$ cat config.mk
export PLATFORM = sky130hd
export DESIGN_NAME = mcpu_ctrl
export DESIGN_NICKNAME = d
export VERILOG_FILES = /design/src/rtl/mcpu_pkg.sv /design/src/rtl/mcpu_alu_dec.sv /design/src/rtl/mcpu_ctrl.sv
export SDC_FILE = /design/constraint.sdc
export NUM_CORES = 1
export LEC_CHECK = 0
export CAP_MARGIN = 10
export CORE_MARGIN = 2
export CORE_UTILIZATION = 39
export DETAILED_ROUTE_END_ITERATION = 10
export PLACE_DENSITY = 0.83
export SLEW_MARGIN = 20
export SYNTH_ARGS = -nofsm -noshare
export SYNTH_HDL_FRONTEND = slang
export SYNTH_SLANG_ARGS = --single-unit
$ cat constraint.sdc
create_clock -name clk -period 5.55 [get_ports clk]
set_clock_uncertainty 0.05 [all_clocks]
set_input_delay 1.3875 -clock clk [delete_from_list [all_inputs] [get_ports clk]]
set_output_delay 1.3875 -clock clk [all_outputs]
set_load 0.1 [all_outputs]
$ cat src/rtl/mcpu_pkg.sv
// Shared encodings for the multi-cycle RV32I-subset control path: FSM states,
// opcodes, ALU operation codes and datapath mux selects.
package mcpu_pkg;

   typedef enum logic [3:0] {
      S_IF       = 4'd0,
      S_ID       = 4'd1,
      S_EX_R     = 4'd2,
      S_EX_I     = 4'd3,
      S_MEM_ADDR = 4'd4,
      S_MEM_RD   = 4'd5,
      S_MEM_WR   = 4'd6,
      S_WB_LD    = 4'd7,
      S_WB_ALU   = 4'd8,
      S_BR       = 4'd9,
      S_JAL      = 4'd10
   } state_t;

   localparam logic [4:0] OP_R      = 5'b01100;
   localparam logic [4:0] OP_I      = 5'b00100;
   localparam logic [4:0] OP_LOAD   = 5'b00000;
   localparam logic [4:0] OP_STORE  = 5'b01000;
   localparam logic [4:0] OP_BRANCH = 5'b11000;
   localparam logic [4:0] OP_JAL    = 5'b11011;

   localparam logic [2:0] ALU_AND = 3'b000;
   localparam logic [2:0] ALU_OR  = 3'b001;
   localparam logic [2:0] ALU_ADD = 3'b010;
   localparam logic [2:0] ALU_XOR = 3'b011;
   localparam logic [2:0] ALU_SRL = 3'b101;
   localparam logic [2:0] ALU_SUB = 3'b110;
   localparam logic [2:0] ALU_SLT = 3'b111;

   localparam logic [1:0] SRCA_PC    = 2'b00;
   localparam logic [1:0] SRCA_RS1   = 2'b01;
   localparam logic [1:0] SRCA_OLDPC = 2'b10;

   localparam logic [1:0] SRCB_RS2  = 2'b00;
   localparam logic [1:0] SRCB_IMM  = 2'b01;
   localparam logic [1:0] SRCB_FOUR = 2'b10;

   localparam logic [1:0] M2R_ALU = 2'b00;
   localparam logic [1:0] M2R_MDR = 2'b01;
   localparam logic [1:0] M2R_PC  = 2'b10;

   localparam logic [1:0] IMM_I = 2'b00;
   localparam logic [1:0] IMM_S = 2'b01;
   localparam logic [1:0] IMM_B = 2'b10;
   localparam logic [1:0] IMM_J = 2'b11;

   localparam logic PCSRC_ALU    = 1'b0;
   localparam logic PCSRC_ALUOUT = 1'b1;

endpackage

$ cat src/rtl/mcpu_alu_dec.sv
// Fun3/Fun7 to ALU_Control decoder shared by the R-type and I-type execute
// states; Fun7 only selects SUB when the instruction is R-type.
module mcpu_alu_dec
   import mcpu_pkg::*;
(
   input  logic [2:0] i_fun3,
   input  logic       i_fun7,
   input  logic       is_rtype,
   output logic [2:0] o_alu_ctrl
);

   always_comb begin
      o_alu_ctrl = ALU_ADD;
      case (i_fun3)
         3'b000:  o_alu_ctrl = (is_rtype && i_fun7) ? ALU_SUB : ALU_ADD;
         3'b010:  o_alu_ctrl = ALU_SLT;
         3'b100:  o_alu_ctrl = ALU_XOR;
         3'b101:  o_alu_ctrl = ALU_SRL;
         3'b110:  o_alu_ctrl = ALU_OR;
         3'b111:  o_alu_ctrl = ALU_AND;
         default: o_alu_ctrl = ALU_ADD;
      endcase
   end

endmodule

$ cat src/rtl/mcpu_ctrl.sv
// Multi-cycle control FSM sequencing fetch/decode/execute/memory/writeback over
// a shared MIO port. Define MCPU_MIO_WAIT_EN to honour the MIO_ready handshake.
module mcpu_ctrl
   import mcpu_pkg::*;
(
   input  logic       clk,
   input  logic       rst,
   input  logic [4:0] OPcode,
   input  logic [2:0] Fun3,
   input  logic       Fun7,
   input  logic       zero,
   input  logic       MIO_ready,
   output logic       PCWrite,
   output logic       IRWrite,
   output logic       IorD,
   output logic       MemRW,
   output logic       CPU_MIO,
   output logic       RegWrite,
   output logic [1:0] MemtoReg,
   output logic [1:0] ALUSrc_A,
   output logic [1:0] ALUSrc_B,
   output logic [2:0] ALU_Control,
   output logic [1:0] ImmSel,
   output logic       PCSource,
   output logic [3:0] state
);

   state_t     r_state;
   state_t     w_next;
   logic       w_ready;
   logic [2:0] w_aluFunct;

`ifdef MCPU_MIO_WAIT_EN
   assign w_ready = MIO_ready;
`else
   // Single-cycle block RAM always completes, so the handshake is unused.
   logic w_unused_ready;
   assign w_unused_ready = MIO_ready;
   assign w_ready        = 1'b1;
`endif

   mcpu_alu_dec u_alu_dec (
      .i_fun3     (Fun3),
      .i_fun7     (Fun7),
      .is_rtype   (r_state == S_EX_R),
      .o_alu_ctrl (w_aluFunct)
   );

   always_ff @(posedge clk or posedge rst) begin
      if (rst) r_state <= S_IF;
      else     r_state <= w_next;
   end

   assign state = r_state;

   // Outputs are gated while rst is high so no strobe escapes mid-access.
   always_comb begin
      w_next      = r_state;
      PCWrite     = 1'b0;
      IRWrite     = 1'b0;
      IorD        = 1'b0;
      MemRW       = 1'b0;
      CPU_MIO     = 1'b0;
      RegWrite    = 1'b0;
      MemtoReg    = M2R_ALU;
      ALUSrc_A    = SRCA_PC;
      ALUSrc_B    = SRCB_RS2;
      ALU_Control = ALU_AND;
      ImmSel      = IMM_I;
      PCSource    = PCSRC_ALU;
      if (!rst) begin
         case (r_state)
            S_IF: begin
               CPU_MIO     = 1'b1;
               ALUSrc_A    = SRCA_PC;
               ALUSrc_B    = SRCB_FOUR;
               ALU_Control = ALU_ADD;
               if (w_ready) begin
                  PCWrite = 1'b1;
                  IRWrite = 1'b1;
                  w_next  = S_ID;
               end
            end
            S_ID: begin
               ALUSrc_A    = SRCA_OLDPC;
               ALUSrc_B    = SRCB_IMM;
               ALU_Control = ALU_ADD;
               ImmSel      = (OPcode == OP_BRANCH) ? IMM_B :
                             (OPcode == OP_JAL)    ? IMM_J : IMM_I;
               case (OPcode)
                  OP_R:              w_next = S_EX_R;
                  OP_I:              w_next = S_EX_I;
                  OP_LOAD, OP_STORE: w_next = S_MEM_ADDR;
                  OP_BRANCH:         w_next = S_BR;
                  OP_JAL:            w_next = S_JAL;
                  default:           w_next = S_IF;
               endcase
            end
            S_EX_R: begin
               ALUSrc_A    = SRCA_RS1;
               ALUSrc_B    = SRCB_RS2;
               ALU_Control = w_aluFunct;
               w_next      = S_WB_ALU;
            end
            S_EX_I: begin
               ALUSrc_A    = SRCA_RS1;
               ALUSrc_B    = SRCB_IMM;
               ALU_Control = w_aluFunct;
               w_next      = S_WB_ALU;
            end
            S_MEM_ADDR: begin
               ALUSrc_A    = SRCA_RS1;
               ALUSrc_B    = SRCB_IMM;
               ALU_Control = ALU_ADD;
               ImmSel      = (OPcode == OP_STORE) ? IMM_S : IMM_I;
               w_next      = (OPcode == OP_STORE) ? S_MEM_WR : S_MEM_RD;
            end
            S_MEM_RD: begin
               CPU_MIO = 1'b1;
               IorD    = 1'b1;
               if (w_ready) w_next = S_WB_LD;
            end
            S_MEM_WR: begin
               CPU_MIO = 1'b1;
               IorD    = 1'b1;
               MemRW   = 1'b1;
               if (w_ready) w_next = S_IF;
            end
            S_WB_LD: begin
               RegWrite = 1'b1;
               MemtoReg = M2R_MDR;
               w_next   = S_IF;
            end
            S_WB_ALU: begin
               RegWrite = 1'b1;
               MemtoReg = M2R_ALU;
               w_next   = S_IF;
            end
            S_BR: begin
               ALUSrc_A    = SRCA_RS1;
               ALUSrc_B    = SRCB_RS2;
               ALU_Control = ALU_SUB;
               PCSource    = PCSRC_ALUOUT;
               case (Fun3)
                  3'b000:  PCWrite = zero;
                  3'b001:  PCWrite = ~zero;
                  default: PCWrite = 1'b0;
               endcase
               w_next = S_IF;
            end
            S_JAL: begin
               RegWrite = 1'b1;
               MemtoReg = M2R_PC;
               PCWrite  = 1'b1;
               PCSource = PCSRC_ALUOUT;
               w_next   = S_IF;
            end
            default: w_next = S_IF;
         endcase
      end
   end

endmodule
== Yosys cells after proc, flatten, opt, wreduce, memory -nomap -nowiden ==
Index checks and enable logic that the tools add are counted.
Cells by class
  bitwise operators: 1
  reductions and logical operators: 14
  multiplexer cells: 33
  eq/ne operators: 21
Operators with widths (number)
  $pmux W4 S5: 2
  $pmux W3 S6: 1
  $eq A4 B3 Y1 const B: 4
  $pmux W2 S2: 4
  $mux W1: 14
  $mux W2: 7
  $eq A3 B3 Y1 const B: 4
  $eq A4 B4 Y1 const B: 3
  $reduce_or A3 Y1: 4
  $eq A5 B4 Y1 const B: 2
  $eq A5 B5 Y1 const B: 2
  $reduce_or A2 Y1: 5
  $pmux W3 S3: 1
  $eq A4 B2 Y1 const B: 2
  $mux W3: 2
  $eq A5 B3 Y1 const B: 1
  $logic_not A5 Y1: 1
  $eq A4 B1 Y1 const B: 1
  $logic_not A4 Y1: 1
  $pmux W1 S2: 2
  $reduce_or A4 Y1: 1
  $eq A3 B1 Y1 const B: 1
  $eq A3 B2 Y1 const B: 1
  $logic_not A3 Y1: 1
  2 further kinds: 2
Word-level totals
  bits in registers: 4

== Depth between registers and ports, before layout ==
  depth after elaboration: 6
  mapped depth: 5
  depth with buffers taken out: 4

== By module ==
From an unflattened synthesis, not the netlist that was laid out.
Second synthesis, totals
  cells, all modules: 93
  area total of the unflattened synthesis: 666.9 µm²
By module, submodules not included
  mcpu_ctrl: area an instance 619.3 µm², instances 1, cells each 87, seq. area each 100.1 µm²
  mcpu_alu_dec: area an instance 47.5 µm², instances 1, cells each 6, seq. area each 0.0 µm²

== Worst setup path after synthesis ==
OpenSTA, ideal clock, no wires.
  kind: input to output
  start point: in rst
  end point: out ImmSel[0]
  arrival: 5.597 ns
  stages on the path: 5
  path buffers: 1
  path slack: -1.484 ns
  required time: 4.113 ns
  path through: buf_2 -> nand2b_1 -> nor3_1 -> nand4_1 -> a21boi_1
On the way
  cells in the longest elaborated chain, start to end: 1
Ends and longest elaborated chain
  start: declaration: line mcpu_ctrl.sv:7  | input logic rst,
  $mux W2: line mcpu_ctrl.sv:71  | if (!rst) begin
  end: declaration: line mcpu_ctrl.sv:23  | output logic [1:0] ImmSel,
No other way between the ends.

== Worst setup path in the final report ==
Same ends and word-level chain as after synthesis.

==> run summary <==
Initial antenna violation count -> 0
Layout Nets -> 134
Critical path depth -> 5
Initial Utilization -> 0.4053
Buf/Inv on CP -> 2
Crit path capture type -> output pin
First-pass GRT wire length -> 2704 µm
Synth Net Count -> 103
RSZ-0062 raised after global routing -> false
Via count -> 780
1st-pass router iterations -> 4
Max FO, Critical Path -> 2
Syn Std Cell Area -> 589.3 µm²
WL met3 -> 150 µm
Fin Setup TNS -> 0 ps
Fin cells -> 135
Leading post-synthesis cells by cell area -> dfrtp_1, nor3_1, a21oi_1
Delay of the slowest cell on the worst path -> 540 ps
WL final -> 1640 µm
Clk root buf -> clkbuf_4
Worst reg-to-reg setup slack -> 3960 ps
Top delay family on crit path -> simple AND/OR/NAND/NOR gates
Inst Count DP -> 132
EDFF count, synth -> 0
Sink Count -> 4
Period Utilization, post-route -> 0.8407
# fillers -> 137
CP Class -> input port to output pin
Setup Buffers After CTS -> 0
Most frequent CP cell -> or4_1
Max Slew Vio Count -> 0
Worst setup SP type -> input port
Library cells used by synthesis -> 33
# hold bufs at CTS -> 0
Seq cells post-synth -> 4
Max Cap Viol -> 0
Arrival @ worst endpoint -> 3230 ps
R2r worst-path depth -> 3
Core Region -> 1454 µm²
Worst R2R Start -> state[1]$_DFFE_PP0N_
Pre-CTS setup slack -> 925.6 ps
Ys flop type -> dfrtp_1
Worst skew pair latency -> 240 ps
Clock Tree Buf Depth -> 2
WL/cell -> 12.15 µm
Antenna Diode Count -> 0
Critical Path RT -> 4110 ps
Routability cong. -> 0.8085
Max Used Layer -> met4
DR iter-0 viols -> 21
H-tree depth -> 1
Ratio of cells with drive above 1 in the final layout -> 0.2269
Antenna viol nets, final -> 0
Num CTS Buffers -> 3
M1 wire length -> 714 µm
Async SR Flop Fraction -> 1.000
Via density -> 5.778
Outcome -> completed
Final worst setup slack -> 883.9 ps
Gate Count Post-Synth -> 90
Gr ovfl total -> 0
Port Buffers -> 33
Seq/Total Area, Yosys -> 0.1699
Max reg flops -> 4
Slowest CP cell -> or4_1
Tightest hold margin -> 762.8 ps
Worst setup path start -> rst
Setup violators final -> 0
Worst slew pin tran -> 977.5 ps
Die W -> 42.87 µm
DP HPWL -> 1238 µm
Largest net degree at the start of global routing -> 19
FP Rows -> 14
Hold Vio Cnt, Final -> 0
Met2 wire len -> 761 µm
Total track usage -> 0.1867
Synth Warn # -> 0
Area fraction of the dominant cell type after synthesis -> 0.1699
Crit-path cells -> clkdlybuf4s50_1, or4_1, or4_1, a21boi_1, buf_12
Critical path endpoint -> ImmSel[0]
Vias in the first global route -> 653
CTS tree -> done
# IOs -> 35
Reg-to-reg critical path endpoint -> state[0]$_DFFE_PP0N_
Avg Synthesized Cell Area -> 6.548 µm²
Area growth, synth to finish -> 56.05%
# resized after CTS -> 0
Multi-input logic area -> 452.9 µm²
# DRC -> 0
Period minus WS final -> 4666 ps
Clock transition at path regs -> 40 ps
Die height -> 42.87 µm
Slew headroom -> 0.3463
DIE AREA -> 1838 µm²
Hold WC Path Type -> register to register
Achievable Freq -> 214.3 MHz
Dominant cell type by area after synthesis -> dfrtp_1
Register Area -> 100.1 µm²
-- worst min-delay path by stage --
stage | start | cells after the start | endpoint
after floorplan | state[0]$_DFFE_PP0N_ | 2 | state[0]$_DFFE_PP0N_
after global placement | state[1]$_DFFE_PP0N_ | 1 | state[1]$_DFFE_PP0N_
after detailed placement | state[1]$_DFFE_PP0N_ | 1 | state[1]$_DFFE_PP0N_
after CTS | state[1]$_DFFE_PP0N_ | 1 | state[1]$_DFFE_PP0N_
after global routing | state[0]$_DFFE_PP0N_ | 1 | state[0]$_DFFE_PP0N_
final | state[1]$_DFFE_PP0N_ | 1 | state[1]$_DFFE_PP0N_
-- cells in the final DEF, fill, tap and decap left out, types with 3 or more instances in the layout --
master,instances
clkbuf_4,3
nand2_1,9
a21oi_1,7
dfrtp_1,4
buf_4,18
nor3_1,9
nor2_1,7
nor2b_1,3
nand2b_1,3
clkdlybuf4s50_1,15
xnor2_1,3
inv_1,5
nor4_1,3
a31oi_1,4
-- area by class of cell --
class,count,area share
clock buffers,3,0.02449
repair buffers,34,0.3320
multi-input cells,73,0.4925
well taps,16,0.02177
inverters,5,0.02041
flip-flops and latches,4,0.1088
-- synth_stat cells, drive strengths merged, types with 2 or more instances --
cell / n
nor2: 7
nand4: 2
nor2b: 3
xnor2: 3
nand3: 2
nand2b: 3
a21oi: 7
inv: 5
mux2i: 2
dfrtp: 4
buf: 3
a31oi: 4
nand2: 9
clkbuf: 5
nor3: 10
nor4: 5
or4: 2
-- stage by stage --
stage | utilization | area (µm²)
detailed placement | 0.6170 | 897.1
floorplan | - | 606.8
finish | 0.6325 | 919.6
CTS | 0.6325 | 919.6
global placement | 0.6170 | 897.1
global route | 0.6325 | 919.6
-- metal layers --
metal	track usage	vias to the layer above
li1	-	396
met1	0.2668	342
met2	0.2788	40
met3	0.02553	2
met4	0.07500	0
met5	0	-
-- cell families after synthesis --
| kind of cell | count (synthesis) | synth area share |
|---|---|---|
| AND/OR/NAND/NOR | 46 | 0.4034 |
| AO/OA/AOI/OAI | 21 | 0.2378 |
| buffers and inverters | 13 | 0.09129 |
| flip-flops | 4 | 0.1699 |
| XOR/XNOR | 3 | 0.04459 |
| multiplexers | 3 | 0.05308 |
Power is left out: the tool's default activity adds up to more than one toggle a clock period on the data nets, which glitch-free logic cannot reach.
